==> src/rtl/sdlc_rx_ctrl.sv <==
`default_nettype none
// ============================================================================
//  Module      : sdlc_rx_ctrl
//  Description : SDLC receive frame controller. Takes the DPLL-recovered bit
//                stream (one bit per bit_valid strobe), delimits frames on
//                7E flags, drops stuffed zeros, detects aborts, assembles
//                bytes LSB-first, checks the CRC-16/X.25 FCS and hands bytes
//                to the CPU side over a single-entry valid/ack handshake.
//  Revision    : 1.0  initial release
// ----------------------------------------------------------------------------
//  Ports
//    clk         in   system clock (shared with the DPLL)
//    reset_n     in   synchronous active-low reset
//    bit_valid   in   strobe: bit_in carries a new received bit
//    bit_in      in   received bit
//    byte_data   out  assembled byte, first-received bit in bit 0
//    byte_valid  out  byte_data holds an unconsumed byte
//    byte_ack    in   consumer takes byte_data this cycle
//    in_frame    out  at least one byte of the current frame emitted
//    frame_end   out  pulse: closing flag of a frame with >= 1 byte
//    frame_ok    out  qualifies frame_end (good FCS, length, alignment)
//    abort       out  pulse: abort sequence inside a frame
//    overrun     out  pulse: byte dropped because previous one still pending
// ============================================================================
module sdlc_rx_ctrl (
    input  logic       clk,
    input  logic       reset_n,
    input  logic       bit_valid,
    input  logic       bit_in,
    output logic [7:0] byte_data,
    output logic       byte_valid,
    input  logic       byte_ack,
    output logic       in_frame,
    output logic       frame_end,
    output logic       frame_ok,
    output logic       abort,
    output logic       overrun
);

    // ------------------------------------------------------------------------
    // Constants
    // ------------------------------------------------------------------------
    localparam logic [1:0]  c_HUNT      = 2'd0;  // looking for an opening flag
    localparam logic [1:0]  c_SYNC      = 2'd1;  // flag seen, no byte yet
    localparam logic [1:0]  c_DATA      = 2'd2;  // inside a frame with bytes

    localparam logic [15:0] c_CRC_POLY  = 16'h8408;
    localparam logic [15:0] c_CRC_INIT  = 16'hFFFF;
    localparam logic [15:0] c_CRC_GOOD  = 16'hF0B8;
    localparam logic [1:0]  c_MIN_BYTES = 2'd3;

    // ------------------------------------------------------------------------
    // State
    // ------------------------------------------------------------------------
    logic [1:0]  r_state;
    logic [2:0]  r_ones;       // consecutive ones, saturating at 7
    logic [2:0]  r_bit_cnt;    // data bits already in r_shift
    logic [1:0]  r_byte_cnt;   // bytes in this frame, saturating at 3
    logic [7:0]  r_shift;
    logic [15:0] r_crc;
    logic        r_frame_bad;  // an overrun hit the current frame

    // ------------------------------------------------------------------------
    // Reflected CRC over one byte, least significant bit first
    // ------------------------------------------------------------------------
    function automatic logic [15:0] f_crc_byte(input logic [15:0] crc_in,
                                               input logic [7:0]  data);
        logic [15:0] crc;
        crc = crc_in ^ {8'h00, data};
        for (int i = 0; i < 8; i++) begin
            if (crc[0]) crc = (crc >> 1) ^ c_CRC_POLY;
            else        crc = crc >> 1;
        end
        return crc;
    endfunction

    // ------------------------------------------------------------------------
    // Bit classification, always on the pre-update ones count
    // ------------------------------------------------------------------------
    logic        w_is_abort;
    logic        w_is_flag;
    logic        w_is_stuff;
    logic        w_is_data;
    logic [2:0]  w_ones_next;
    logic [7:0]  w_byte;
    logic        w_byte_done;
    logic [15:0] w_crc_next;
    logic        w_can_load;
    logic        w_close_ok;

    assign w_is_abort  =  bit_in && (r_ones == 3'd6);
    assign w_is_flag   = !bit_in && (r_ones == 3'd6);
    assign w_is_stuff  = !bit_in && (r_ones == 3'd5);
    assign w_is_data   = !(w_is_abort || w_is_flag || w_is_stuff);

    assign w_ones_next = !bit_in          ? 3'd0 :
                         (r_ones == 3'd7) ? 3'd7 : r_ones + 3'd1;

    // New bits enter at the MSB so the first-received bit ends up in bit 0.
    assign w_byte      = {bit_in, r_shift[7:1]};
    assign w_byte_done = (r_bit_cnt == 3'd7);
    assign w_crc_next  = f_crc_byte(r_crc, w_byte);

    // The holding register is free if empty or being drained this cycle.
    assign w_can_load  = !byte_valid || byte_ack;

    // A closing flag's first seven bits were shifted in as data, so a
    // byte-aligned frame leaves exactly seven bits in the assembler.
    assign w_close_ok  = (r_bit_cnt == 3'd7)
                      && (r_byte_cnt >= c_MIN_BYTES)
                      && (r_crc == c_CRC_GOOD)
                      && !r_frame_bad;

    // ------------------------------------------------------------------------
    // Frame FSM, assembler, CRC and output registers
    // ------------------------------------------------------------------------
    always_ff @(posedge clk) begin
        if (!reset_n) begin
            r_state     <= c_HUNT;
            r_ones      <= 3'd0;
            r_bit_cnt   <= 3'd0;
            r_byte_cnt  <= 2'd0;
            r_shift     <= 8'h00;
            r_crc       <= c_CRC_INIT;
            r_frame_bad <= 1'b0;
            byte_data   <= 8'h00;
            byte_valid  <= 1'b0;
            in_frame    <= 1'b0;
            frame_end   <= 1'b0;
            frame_ok    <= 1'b0;
            abort       <= 1'b0;
            overrun     <= 1'b0;
        end else begin
            frame_end <= 1'b0;
            frame_ok  <= 1'b0;
            abort     <= 1'b0;
            overrun   <= 1'b0;

            // Consumer side; a same-cycle load below takes precedence.
            if (byte_valid && byte_ack) begin
                byte_valid <= 1'b0;
            end

            if (bit_valid) begin
                r_ones <= w_ones_next;

                // Flags and aborts both restart byte assembly and the FCS.
                if (w_is_flag || w_is_abort) begin
                    r_bit_cnt   <= 3'd0;
                    r_byte_cnt  <= 2'd0;
                    r_crc       <= c_CRC_INIT;
                    r_frame_bad <= 1'b0;
                end

                case (r_state)
                    c_HUNT: begin
                        if (w_is_flag) begin
                            r_state <= c_SYNC;
                        end
                    end

                    c_SYNC, c_DATA: begin
                        if (w_is_flag) begin
                            // Closing flag also opens the next frame.
                            if (r_state == c_DATA) begin
                                frame_end <= 1'b1;
                                frame_ok  <= w_close_ok;
                                in_frame  <= 1'b0;
                            end
                            r_state <= c_SYNC;
                        end else if (w_is_abort) begin
                            // Only a frame that has produced bytes reports it.
                            if (r_state == c_DATA) begin
                                abort <= 1'b1;
                            end
                            in_frame <= 1'b0;
                            r_state  <= c_HUNT;
                        end else if (w_is_data) begin
                            r_shift <= w_byte;
                            if (w_byte_done) begin
                                r_bit_cnt <= 3'd0;
                                if (r_byte_cnt != 2'd3) begin
                                    r_byte_cnt <= r_byte_cnt + 2'd1;
                                end
                                // FCS runs over every completed byte, even a
                                // dropped one; the frame is flagged bad instead.
                                r_crc <= w_crc_next;
                                if (w_can_load) begin
                                    byte_data  <= w_byte;
                                    byte_valid <= 1'b1;
                                end else begin
                                    overrun     <= 1'b1;
                                    r_frame_bad <= 1'b1;
                                end
                                in_frame <= 1'b1;
                                r_state  <= c_DATA;
                            end else begin
                                r_bit_cnt <= r_bit_cnt + 3'd1;
                            end
                        end
                        // Stuffed zeros fall through and are discarded.
                    end

                    default: begin
                        r_state <= c_HUNT;
                    end
                endcase
            end
        end
    end

endmodule
`default_nettype wire

==> config.mk <==
export PLATFORM = sky130hd
export DESIGN_NAME = sdlc_rx_ctrl
export DESIGN_NICKNAME = d
export VERILOG_FILES = /design/src/rtl/sdlc_rx_ctrl.sv
export SDC_FILE = /design/constraint.sdc
export NUM_CORES = 1
export LEC_CHECK = 0
export ABC_AREA = 1
export CAP_MARGIN = 25
export CORE_UTILIZATION = 55
export CTS_BUF_LIST = sky130_fd_sc_hd__clkbuf_4
export DETAILED_ROUTE_END_ITERATION = 6
export PLACE_DENSITY = 0.75
export SLEW_MARGIN = 20
export SYNTH_ARGS = -nofsm -noshare
export SYNTH_HDL_FRONTEND = slang
export SYNTH_SLANG_ARGS = --single-unit
==> constraint.sdc <==
create_clock -name clk -period 3.38 [get_ports clk]
set_input_delay 0.676 -clock clk [delete_from_list [all_inputs] [get_ports clk]]
set_output_delay 0.676 -clock clk [all_outputs]
set_load 0.1 [all_outputs]
## Word level (Yosys, flattened, before mapping)

Cells that the tools add are included.

- $lt $le $gt $ge: 1
- $add $sub $neg: 3
- Reduce and logical (&&, ||, !) cells: 24
- Muxes and demuxes: 57
- Bitwise gates (word level): 16
- Equal/unequal tests: 13

Operator list:

| cell | number |
|---|---|
| 2-to-1 mux 16 bit | 14 |
| 2-to-1 mux 2 bit | 12 |
| 2-to-1 mux 3 bit | 8 |
| NOT 2 -> 3 bit | 8 |
| 2-to-1 mux 1 bit | 22 |
| equality test 16 bit, second input constant | 1 |
| bitwise XOR 16 x 8 -> 16 bit | 1 |
| AND reduction 5 bit | 3 |
| equality test 3 bit, second input constant | 4 |
| != test 4 bit, second input constant | 2 |
| AND reduction 4 bit | 2 |
| logical AND 1 bit | 7 |
| NOT 1 bit | 7 |
| AND reduction 7 bit | 1 |
| OR reduction 7 bit | 1 |
| adder 3 x 1 -> 3 bit, second input constant | 2 |
| OR reduction 5 bit | 1 |
| != test 2 bit, second input constant | 2 |
| one-hot mux 2 bit (2 select lines) | 1 |
| logical NOT 1 bit | 3 |
| logical OR 1 bit | 3 |
| != test 3 bit, second input constant | 1 |
| nonzero test 3 bit | 1 |
| adder 2 x 1 -> 2 bit, second input constant | 1 |
| 6 further kinds | 6 |

- Bits of input ports: 5
- Logic and storage cells: 128
- Register bits: 49

## Longest topological paths before layout

Gate-level depths: netlist (run 1).

- Depth after elaboration: 22
- Gate-level depth with buffers: 12
- Mapped depth without buffers: 11

## Worst setup path before layout (run 1)

Ideal clock, no wire load.

- Path kind: register to register
- From: register byte_valid
- To: register byte_data[3]
- Slack: 1.634 ns
- Required time: 3.260 ns
- Cell stages (with the launch flop): 9
- Period minus slack after synthesis: 1.746 ns
- Arrival: 1.626 ns
- Buffers on the path: 1
- Cells stage by stage: dfxtp_1 > inv_1 > nor2_1 > inv_1 > nand2_4 > inv_2 > buf_6 > o21ai_2 > a21oi_1

- Longest elaborated chain between the ends: 3

RTL lines:

| item | line | source |
|---|---|---|
| from (decl) | 31 | `output logic byte_valid,` |
| from (signal assigned) | 127 | `byte_valid <= 1'b0;` |
| from (signal assigned) | 141 | `byte_valid <= 1'b0;` |
| from (signal assigned) | 190 | `byte_valid <= 1'b1;` |
| logical NOT 1 bit | 105 | `assign w_can_load = !byte_valid \|\| byte_ack;` |
| logical OR 1 bit | 105 |  |
| AND reduction 7 bit (no line) | -- |  |
| to (signal assigned) | 189 | `byte_data <= w_byte;` |
| to (decl) | 30 | `output logic [7:0] byte_data,` |

No other way between the ends.
A chain may end at the register's enable or synchronous reset.

## Worst setup path in the final report (run 1)

- From: register byte_data[7]
- To: output byte_data[7]

No word-level cell between the ends.

==> results of run 1 <==
==> cells in the mapped netlist (all sizes together) <==
library cell	number
a211oi	2
a21oi	36
a22oi	1
a31oi	6
buf	2
clkbuf	8
dfxtp	48
ha	9
inv	45
nand2	111
nand3	13
nand4	4
nor2	28
nor3	2
nor4	4
o2111ai	1
o211ai	3
o21a	2
o21ai	36
o31ai	1
xnor2	8
xor2	5
==> sequential cells by signal, summed over array words and instances (netlist names), 2 cells and up <==
register / cells
r_bit_cnt: 3
r_crc: 16
r_ones: 3
byte_data: 8
r_byte_cnt: 2
r_shift: 7
r_state: 2
==> kinds of logic (layout without fill, tap and decap cells) <==
logic type / Yosys count / after routing / share of synthesized area, %
AND/OR/NAND/NOR: 162 / 162 / 26.9
AO/OA/AOI/OAI: 88 / 88 / 18.6
buffers and inverters: 55 / 73 / 8.30
flip-flops: 48 / 48 / 36.6
XOR/XNOR: 13 / 13 / 5.34
adder cells (fa/ha/maj): 9 / 9 / 4.29
==> area by class of cell <==
| type | instances | area share (%) |
|---|---|---|
| flip-flops and latches | 48 | 33.0 |
| well taps | 52 | 2.24 |
| clock buffers | 5 | 1.29 |
| repair buffers | 20 | 6.45 |
| inverters | 45 | 5.89 |
| clock inverters | 3 | 1.46 |
| multi-input cells | 272 | 49.6 |
==> per-stage QoR <==
step	power (uW)	util, %	worst slack, ps	hold slack, ps
floorplan	797	-	1630	443
global placement	855	63.2	865	451
detailed placement	856	63.2	909	467
CTS	1190	65.0	793	486
global route	1250	65.0	765	508
finish	1190	65.0	819	482
==> power breakdown <==
group | switching [uW] | internal (uW)
Combinational | 156 | 81.2
Clock | 184 | 154
Sequential | 25.3 | 589
Total | 365 | 824
==> worst max path at each step <==
stage | end | cells past startpoint
floorplan | byte_data[3] | 8
global placement | byte_data[7] | 9
detailed placement | byte_data[7] | 9
CTS | byte_data[7] | 1
global route | byte_data[7] | 1
finish | byte_data[7] | 1
==> cells in the final DEF, fill, tap and decap left out, drive strengths merged <==
| cell type | synthesis | routed |
|---|---|---|
| nand2 | 111 | 111 |
| dfxtp | 48 | 48 |
| inv | 45 | 45 |
| a21oi | 36 | 36 |
| o21ai | 36 | 36 |
| nor2 | 28 | 28 |
| clkdlybuf4s50 | 0 | 15 |
| nand3 | 13 | 13 |
| ha | 9 | 9 |
| xnor2 | 8 | 8 |
| a31oi | 6 | 6 |
| xor2 | 5 | 5 |
| clkbuf | 8 | 5 |
| buf | 2 | 5 |
| nand4 | 4 | 4 |
| nor4 | 4 | 4 |
| o211ai | 3 | 3 |
| nor3 | 2 | 2 |
| a211oi | 2 | 2 |
| o21a | 2 | 2 |
| o2111ai | 1 | 1 |
| o31ai | 1 | 1 |
| a22oi | 1 | 1 |
| bufinv | 0 | 1 |
| clkinvlp | 0 | 1 |
| clkinv | 0 | 1 |
==> per-layer routing <==
metal,vias up,part of all wire (%),track usage (%)
met5,-,0,0
met4,0,3.1,11.8
met3,20,8.5,4.99
met2,146,43,42.3
met1,1092,45,36.0
li1,1254,-,-
==> run_results.csv, run 1 <==
group,metric,value,unit
floorplanning,die_y,71.1,um
routing,number_of_violations_reported_at_the_end_of_detailed_routing_iteration_0,347,
critical_path,slowest_stage,"sky130_fd_sc_hd__clkdlybuf4s50_1",
power,power-per-cell-area,409,nW/um^2
critical_path,slowest_delay,1150,ps
critical_path,kind_of_cell_adding_the_most_delay_to_the_critical_path,"buffers and inverters",
layout,multi_input_gate_area,1440,um^2
job,max_cap_viol_count,0,
global_routing,grt_first_pass_wirelength,10500,um
clock_network,post_cts_resized,0,
logic_synthesis,post_synthesis_sequential_area_ratio,36.6,%
logic_synthesis,syn_area,2620,um^2
floorplanning,design.die.area,5050,um^2
critical_path,worstPathArrival,1890,ps
critical_path,cell_breakdown_of_the_critical_path,"clkdlybuf4s50_1",
place,post-place-cells,437,
layout,fin_cells,445,
logic_synthesis,synthCells,375,
floorplanning,pin_count,19,
critical_path,rrSetupSlack,1330,ps
clock_network,clock_sinks,48,
critical_path,timing.critical_path.buf_inv,1,
power,vdd.ir_drop.worst,332,uV
sta,timing.final.hold_violations,0,
logic_synthesis,synth_area_per_cell,6.99,um^2
floorplanning,placeableCoreArea,4470,um^2
floorplanning,chipWidth,71.1,um
floorplanning,initial_core_util,58.6,%
layout,final_instance_area,2910,um^2
critical_path,critical_path.startpoint,"byte_data[7]",
routing,post-route-drc-count,2,
layout,antenna-diode-count,0,
global_routing,grt_max_degree,27,
logic_synthesis,yosys_register_bits,48,
clock_network,cts_hold_buffers,0,
layout,area.growth.synth_to_final,10.9,%
worst_hold_path,whs_endpoint,"r_bit_cnt[1]",
critical_path,critical_path_class,"reg2out",
layout,fin_nets,406,
sta,slew_violations,0,
layout,ff_latch_area,961,um^2
logic_synthesis,synth_area_leader_cell,"sky130_fd_sc_hd__dfxtp_1",
clock_network,cts_root_buf,"sky130_fd_sc_hd__clkbuf_4",
logic_synthesis,yosysWarningCount,0,
global_routing,grt_pass1_vias,2241,
routing,firstDrtPassIters,7,
routing,wl_per_cell,14.4,um
sta,max_slew.worst_pin.slew,984,ps
routing,wirelength,6410,um
clock_network,htree_num_levels,2,
logic_synthesis,synth_top_cells_by_area,"sky130_fd_sc_hd__dfxtp_1 (37%), sky130_fd_sc_hd__nand2_1 (15%), sky130_fd_sc_hd__a21oi_1 (6.9%)",
clock_network,cts_setup_buffers,0,
sta,setup-violations-final,0,
routing,via_count,2512,
critical_path,critical_path.endpoint_type,"output port",
global_routing,global_route.usage.total,26.8,%
clock_network,cts.reportedPaths.clkPinSlew,120,ps
sta,totalNegativeSetupSlack,0,ps
routing,avgViaCountPerCell,5.64,
clock_network,cts_inserted_buffers,5,
sta,fin_crit_sh,75.8,%
critical_path,r2r-start,"r_ones[0]",
sta,minimum_clock_period_after_layout,2560,ps
outcome,run_status,"complete, but fails checks",
place,placed_inst_area,2830,um^2
worst_hold_path,min_from,"r_bit_cnt[1]",
logic_synthesis,synth_top_area_share,36.6,%
layout,fillers,362,
worst_hold_path,min_path_type,"reg2reg",
critical_path,start_kind,"register",
critical_path,ff2ff_path_depth,8,
place,place.port_buffers,18,
sta,rsz_0062_raised_after_global_routing,"false",
logic_synthesis,postSynthNetCount,389,
clock_network,clkLatencyLatePin,370,ps
critical_path,critPathRequiredTime,2700,ps
floorplanning,floorplan.rows,24,
place,dpl.hpwl,4680,um
critical_path,worst-path-max-fanout,2,
sta,relSlewSlack,34.2,%
layout,fraction_of_final_layout_cells_sized_beyond_drive_strength_1,8.91,%
clock_network,cts_buffer_depth,2,
global_routing,antenna_found_initial,0,
worst_hold_path,timing.hold.worst_path_depth,2,
global_routing,overflow,0,
logic_synthesis,synthDistinctLibCells,35,
outcome,violations_in_the_final_reports,"DRC",
critical_path,reg2reg_to,"r_crc[6]",
place,gp_congestion,1.00,
sta,fin_worst_skew,17.7,ps
clock_network,tritoncts,"built",
routing,antenna_violating_nets_post_route,0,
power,leakagePower,0.00132,uW
sta,clock.fmax,390,MHz
(Power assumes the default switching activity.)
==> run 2: changes to the inputs <==
clock period = 2.6 ns   (was 3.38 ns; I/O delays follow)
==> run 2 against run 1 <==
The run now ends clean. Flip-flop and latch count unchanged. Core utilization decreased by 0.17 points. Critical path depth increased by 7. Count of clock-buffer cells in the layout unchanged. Worst setup slack got worse by 250 ps. Die area unchanged. Clock power increased by 41%. Via count decreased by 0.32%.
==> run_results.csv, run 2 (synthesized netlist as in run 1, its figures left out) <==
group,metric,value,unit
worst_hold_path,whs_endpoint,"r_bit_cnt[1]",
sta,slew_violations,0,
clock_network,post_cts_resized,0,
critical_path,critical_path_class,"reg2reg",
outcome,run_status,"complete, no violations",
routing,number_of_violations_reported_at_the_end_of_detailed_routing_iteration_0,273,
layout,largest-register,"r_crc",
layout,mostFrequentLayoutCells,"sky130_fd_sc_hd__nand2_1 (105), sky130_fd_sc_hd__dfxtp_1 (48), sky130_fd_sc_hd__inv_1 (40), sky130_fd_sc_hd__a21oi_1 (36), sky130_fd_sc_hd__o21ai_0 (31)",
clock_network,tritoncts,"built",
place,gp_congestion,0.938,
worst_hold_path,min_path_type,"reg2reg",
routing,firstDrtPassIters,7,
global_routing,overflow,0,
clock_network,cts_buffer_depth,2,
routing,via_count,2504,
clock_network,cts_inserted_buffers,5,
clock_network,clock_sinks,48,
power,share_of_power_burned_in_the_clock_network,30.2,%
sta,fin_crit_sh,78.1,%
critical_path,start_kind,"register",
sta,fin_worst_skew,14.0,ps
clock_network,cts_root_buf,"sky130_fd_sc_hd__clkbuf_4",
critical_path,critPathRequiredTime,2890,ps
power,power-per-cell-area,546,nW/um^2
power,power.internal,1080,uW
power,p_comb_share,19.5,%
clock_network,htree_num_levels,2,
critical_path,worstPathArrival,2320,ps
critical_path,slowest_stage,"sky130_fd_sc_hd__dfxtp_1",
sta,relSlewSlack,70.6,%
critical_path,cell_breakdown_of_the_critical_path,"inv_1 -> ha_1 -> nand2_4 -> nand2_1 -> inv_1 -> nand2_1 -> a21oi_1 -> o21ai_1",
place,place.port_buffers,18,
floorplanning,chipWidth,71.1,um
critical_path,ff2ff_path_depth,8,
sta,timing.final.hold_violations,0,
place,placed_inst_area,2820,um^2
floorplanning,floorplan.rows,24,
routing,antenna_violating_nets_post_route,0,
sta,rsz_0062_raised_after_global_routing,"false",
layout,final_instance_area,2900,um^2
sta,max_slew.worst_pin.slew,437,ps
global_routing,grt_pass1_vias,2346,
layout,largest_registers,"r_crc (16), byte_data (8), r_shift (7)",
power,netSwitchingPower,505,uW
routing,post-route-drc-count,0,
critical_path,r2r-start,"r_ones[0]",
critical_path,reg2reg_to,"r_crc[10]",
critical_path,slowest_delay,430,ps
sta,totalNegativeSetupSlack,0,ps
global_routing,global_route.usage.total,28.4,%
worst_hold_path,timing.hold.worst_path_depth,2,
clock_network,clkLatencyLatePin,390,ps
floorplanning,design.die.area,5050,um^2
clock_network,cts_hold_buffers,0,
power,leakagePower,0.00136,uW
clock_network,cts.reportedPaths.clkPinSlew,150,ps
routing,wl_per_cell,14.5,um
floorplanning,pin_count,19,
layout,fin_nets,408,
sta,setup-violations-final,0,
floorplanning,initial_core_util,58.6,%
layout,largest_register_ffs,16,
routing,avgViaCountPerCell,5.60,
routing,wirelength,6500,um
layout,antenna-diode-count,0,
sta,postLayoutSetupSlackWorst,571,ps
worst_hold_path,min_from,"r_bit_cnt[1]",
layout,fraction_of_final_layout_cells_sized_beyond_drive_strength_1,12.2,%
global_routing,antenna_found_initial,0,
critical_path,critical_path.endpoint_type,"register",
floorplanning,die_y,71.1,um
critical_path,rrSetupSlack,570,ps
critical_path,worst-path-max-fanout,19,
power,swShare,31.9,%
layout,fillers,416,
global_routing,grt_first_pass_wirelength,11000,um
place,placement.setup.worst_slack,424,ps
clock_network,cts_setup_buffers,0,
sta,clock.fmax,493,MHz
place,dpl.hpwl,4730,um
job,max_cap_viol_count,0,
power,vdd.ir_drop.worst,347,uV
sta,minimum_clock_period_after_layout,2030,ps
layout,area.growth.synth_to_final,10.6,%
power,sequentialPowerShare,50.3,%
layout,layout_commonest_cell,"sky130_fd_sc_hd__nand2_1",
floorplanning,placeableCoreArea,4470,um^2
global_routing,grt_max_degree,27,
run 2: cell type report:
cell class,instances,area [um^2],area share [%]
Inverter,45,171,5.91
Sequential cell,48,961,33.1
Clock inverter,3,47.5,1.64
Multi-Input combinational cell,272,1440,49.8
Clock buffer,5,37.5,1.29
Tap cell,52,65.1,2.24
Timing Repair Buffer,22,175,6.04
run 2: per-layer routing:
layer	GRT usage (%)	part of all wire, %	vias to the layer above
met2	43.4	44	88
li1	-	-	1265
met5	0	0	-
met1	38.8	47	1137
met3	4.99	6.5	14
met4	13.8	2.5	0
run 2: how the worst max path moves through the flow:
stage	start	endpoint	slack, ps	depth (start not counted)
after global placement	bit_in	r_crc[3]	470	10
after detailed placement	bit_in	r_crc[11]	420	8
final	r_ones[0]	r_crc[10]	570	8
after CTS	r_ones[0]	r_crc[5]	630	8
after global routing	r_ones[0]	r_crc[5]	430	8
after floorplan	byte_valid	byte_data[3]	850	8
run 2: power groups by stage:
stage               Sequential [uW]  Combinational, uW  Clock, uW
floorplan                       805                230          0
global placement                812                302          0
detailed placement              813                301          0
CTS                             797                303        481
global route                    803                345        507
finish                          798                308        478
run 2: metrics by stage:
step	hold WS [ps]	cells	power [uW]	util, %
after floorplan	443	375	1040	-
after global placement	453	439	1110	62.9
after detailed placement	461	439	1110	62.9
after CTS	482	447	1580	64.8
after global routing	499	447	1660	64.8
final	479	447	1580	64.8
run 2: worst max-delay path, delay by kind of cell, from the launching register on:
kind / cells / cell delay, ps
buf+inv: 2 / 380
simple gates: 3 / 650
compound gates: 2 / 270
flops: 1 / 430
fa+ha+maj: 1 / 220
==> run 3: changes to the inputs <==
clock period = 1.95 ns   (was 2.6 ns; I/O delays follow)
==> run 3 against run 2 <==
Design area increased by 3.8%. Via count rose by 0.32%. Die area stayed put. Clock skew grew 4.9 ps. Worst setup slack got worse by 390 ps. Clock power up 6.7%. Sequential share of layout area is 1.2 points lower. Critical path type unchanged. Critical endpoint is now byte_data[7]. Largest power group unchanged.
==> run_results.csv, run 3 (synthesized netlist as in run 1, its figures left out) <==
group,metric,value,unit
layout,largest_register_ffs,16,
critical_path,ff2ff_path_depth,11,
power,leakagePower,0.00142,uW
sta,setup-violations-final,0,
layout,largest-register,"r_crc",
routing,antenna_violating_nets_post_route,0,
routing,wl_per_cell,14.4,um
global_routing,antenna_found_initial,0,
clock_network,clkLatencyLatePin,380,ps
floorplanning,initial_core_util,58.6,%
clock_network,clock_sinks,48,
routing,post-route-drc-count,0,
power,vdd.ir_drop.worst,503,uV
layout,largest_registers,"r_crc (16), byte_data (8), r_shift (7)",
sta,max_slew.worst_pin.slew,475,ps
sta,totalNegativeSetupSlack,0,ps
clock_network,tritoncts,"built",
critical_path,critical_path.endpoint_type,"register",
layout,ff_latch_area,962,um^2
critical_path,r2r-start,"r_ones[0]",
layout,antenna-diode-count,0,
sta,minimum_clock_period_after_layout,1770,ps
layout,multi_input_gate_area,1450,um^2
sta,fin_worst_skew,18.9,ps
critical_path,reg2reg_to,"byte_data[7]",
sta,clock.fmax,566,MHz
clock_network,cts.reportedPaths.clkPinSlew,160,ps
critical_path,critical_path.startpoint,"r_ones[0]",
global_routing,grt_max_degree,27,
floorplanning,chipWidth,71.1,um
floorplanning,placeableCoreArea,4470,um^2
critical_path,start_kind,"register",
worst_hold_path,min_path_type,"reg2reg",
power,power.internal,1340,uW
layout,fraction_of_final_layout_cells_sized_beyond_drive_strength_1,15.9,%
worst_hold_path,min_from,"r_bit_cnt[1]",
sta,slew_violations,0,
floorplanning,pin_count,19,
floorplanning,design.die.area,5050,um^2
routing,via_count,2512,
sta,relSlewSlack,68.3,%
global_routing,overflow,0,
power,post-layout-total-power,2020,uW
critical_path,critical_path_class,"reg2reg",
power,sequentialPowerShare,52.8,%
critical_path,worstPathArrival,2080,ps
power,swShare,33.7,%
clock_network,htree_num_levels,2,
worst_hold_path,whs_endpoint,"r_bit_cnt[1]",
place,dpl.hpwl,5030,um
critical_path,worst-path-max-fanout,19,
power,p_comb_share,21.9,%
place,place.port_buffers,18,
critical_path,rrSetupSlack,180,ps
global_routing,grt_first_pass_wirelength,11200,um
place,gp_congestion,0.930,
sta,rsz_0062_raised_after_global_routing,"false",
routing,avgViaCountPerCell,5.46,
power,netSwitchingPower,680,uW
worst_hold_path,timing.hold.worst_path_depth,2,
global_routing,global_route.usage.total,28.4,%
global_routing,grt_pass1_vias,2302,
clock_network,cts_root_buf,"sky130_fd_sc_hd__clkbuf_4",
floorplanning,die_y,71.1,um
layout,area.growth.synth_to_final,14.9,%
routing,number_of_violations_reported_at_the_end_of_detailed_routing_iteration_0,245,
clock_network,cts_inserted_buffers,5,
layout,fin_nets,421,
power,share_of_power_burned_in_the_clock_network,25.3,%
sta,fin_crit_sh,90.6,%
routing,wirelength,6640,um
critical_path,critPathRequiredTime,2270,ps
routing,firstDrtPassIters,7,
power,power-per-cell-area,670,nW/um^2
job,max_cap_viol_count,0,
floorplanning,floorplan.rows,24,
sta,timing.final.hold_violations,0,
layout,mostFrequentLayoutCells,"sky130_fd_sc_hd__nand2_1 (104), sky130_fd_sc_hd__dfxtp_1 (47), sky130_fd_sc_hd__inv_1 (39), sky130_fd_sc_hd__a21oi_1 (36), sky130_fd_sc_hd__o21ai_0 (31)",
layout,fillers,397,
outcome,run_status,"complete, no violations",
layout,layout_commonest_cell,"sky130_fd_sc_hd__nand2_1",
layout,finalCoreUtilization,67.3,%
clock_network,cts_buffer_depth,2,
## run 3: changes by cell type in the layout (fill, tap and decap cells not counted), sizes merged
cell	previous run	this run
bufinv	1	0
inv	45	47
buf	18	31
clkinv	2	0
clkinvlp	0	1
## run 3: timing repair
action                                 CTS  global route
hold buffers                             0             0
setup endpoints to repair                0            13
endpoints found under the hold margin    0             0
resized for setup                        0             5
buffers inserted                         0             0
## run 3: cell type report
class	instances	area share (%)
Inverter	45	5.69
Clock buffer	5	1.25
Sequential cell	48	31.9
Clock inverter	3	0.831
Timing Repair Buffer	35	9.88
Multi-Input combinational cell	272	48.3
Tap cell	52	2.16
## run 3: power groups by stage
stage / Combinational (uW) / Sequential, uW / Clock, uW
floorplan: 307 / 1070 / 0
global placement: 428 / 1080 / 0
detailed placement: 428 / 1090 / 0
CTS: 431 / 1060 / 518
global route: 493 / 1070 / 566
finish: 443 / 1070 / 510
## run 3: through the flow
stage	cells	area, um^2	setup slack [ps]	hold WS [ps]
after floorplan	375	2620	204	443
after global placement	452	2940	70.1	451
after detailed placement	452	2940	25.4	457
after CTS	460	3000	116	478
after global routing	460	3010	30.2	499
final	460	3010	183	478
## run 3: worst max path at each step
stage / slack, ps / end / cells past startpoint
2_1_floorplan: 200 / byte_data[3] / 8
3_3_place_gp: 70 / r_bit_cnt[2] / 7
3_5_place_dp: 30 / r_shift[3] / 8
4_1_cts: 120 / r_crc[7] / 9
5_1_grt: 30 / byte_data[7] / 11
6_report: 180 / byte_data[7] / 11
## run 3: routing by layer
metal	global-route usage, %	vias to the layer above	wire length, um
met5	0	-	0
met1	39.0	1108	3110
met3	5.56	13	426
li1	-	1292	-
met4	9.78	0	140
met2	44.9	99	2960
## run 3: worst max-delay path: stages, from the launching register on
cell and delay, ps:
sky130_fd_sc_hd__dfxtp_2 390, sky130_fd_sc_hd__inv_1 50, sky130_fd_sc_hd__ha_1 220, sky130_fd_sc_hd__nand2_4 220, sky130_fd_sc_hd__inv_2 110, sky130_fd_sc_hd__nor2_4 140, sky130_fd_sc_hd__nand2_4 70, sky130_fd_sc_hd__inv_4 70
sky130_fd_sc_hd__nand2_4 60, sky130_fd_sc_hd__inv_2 170, sky130_fd_sc_hd__o21ai_0 100, sky130_fd_sc_hd__a21oi_1 100
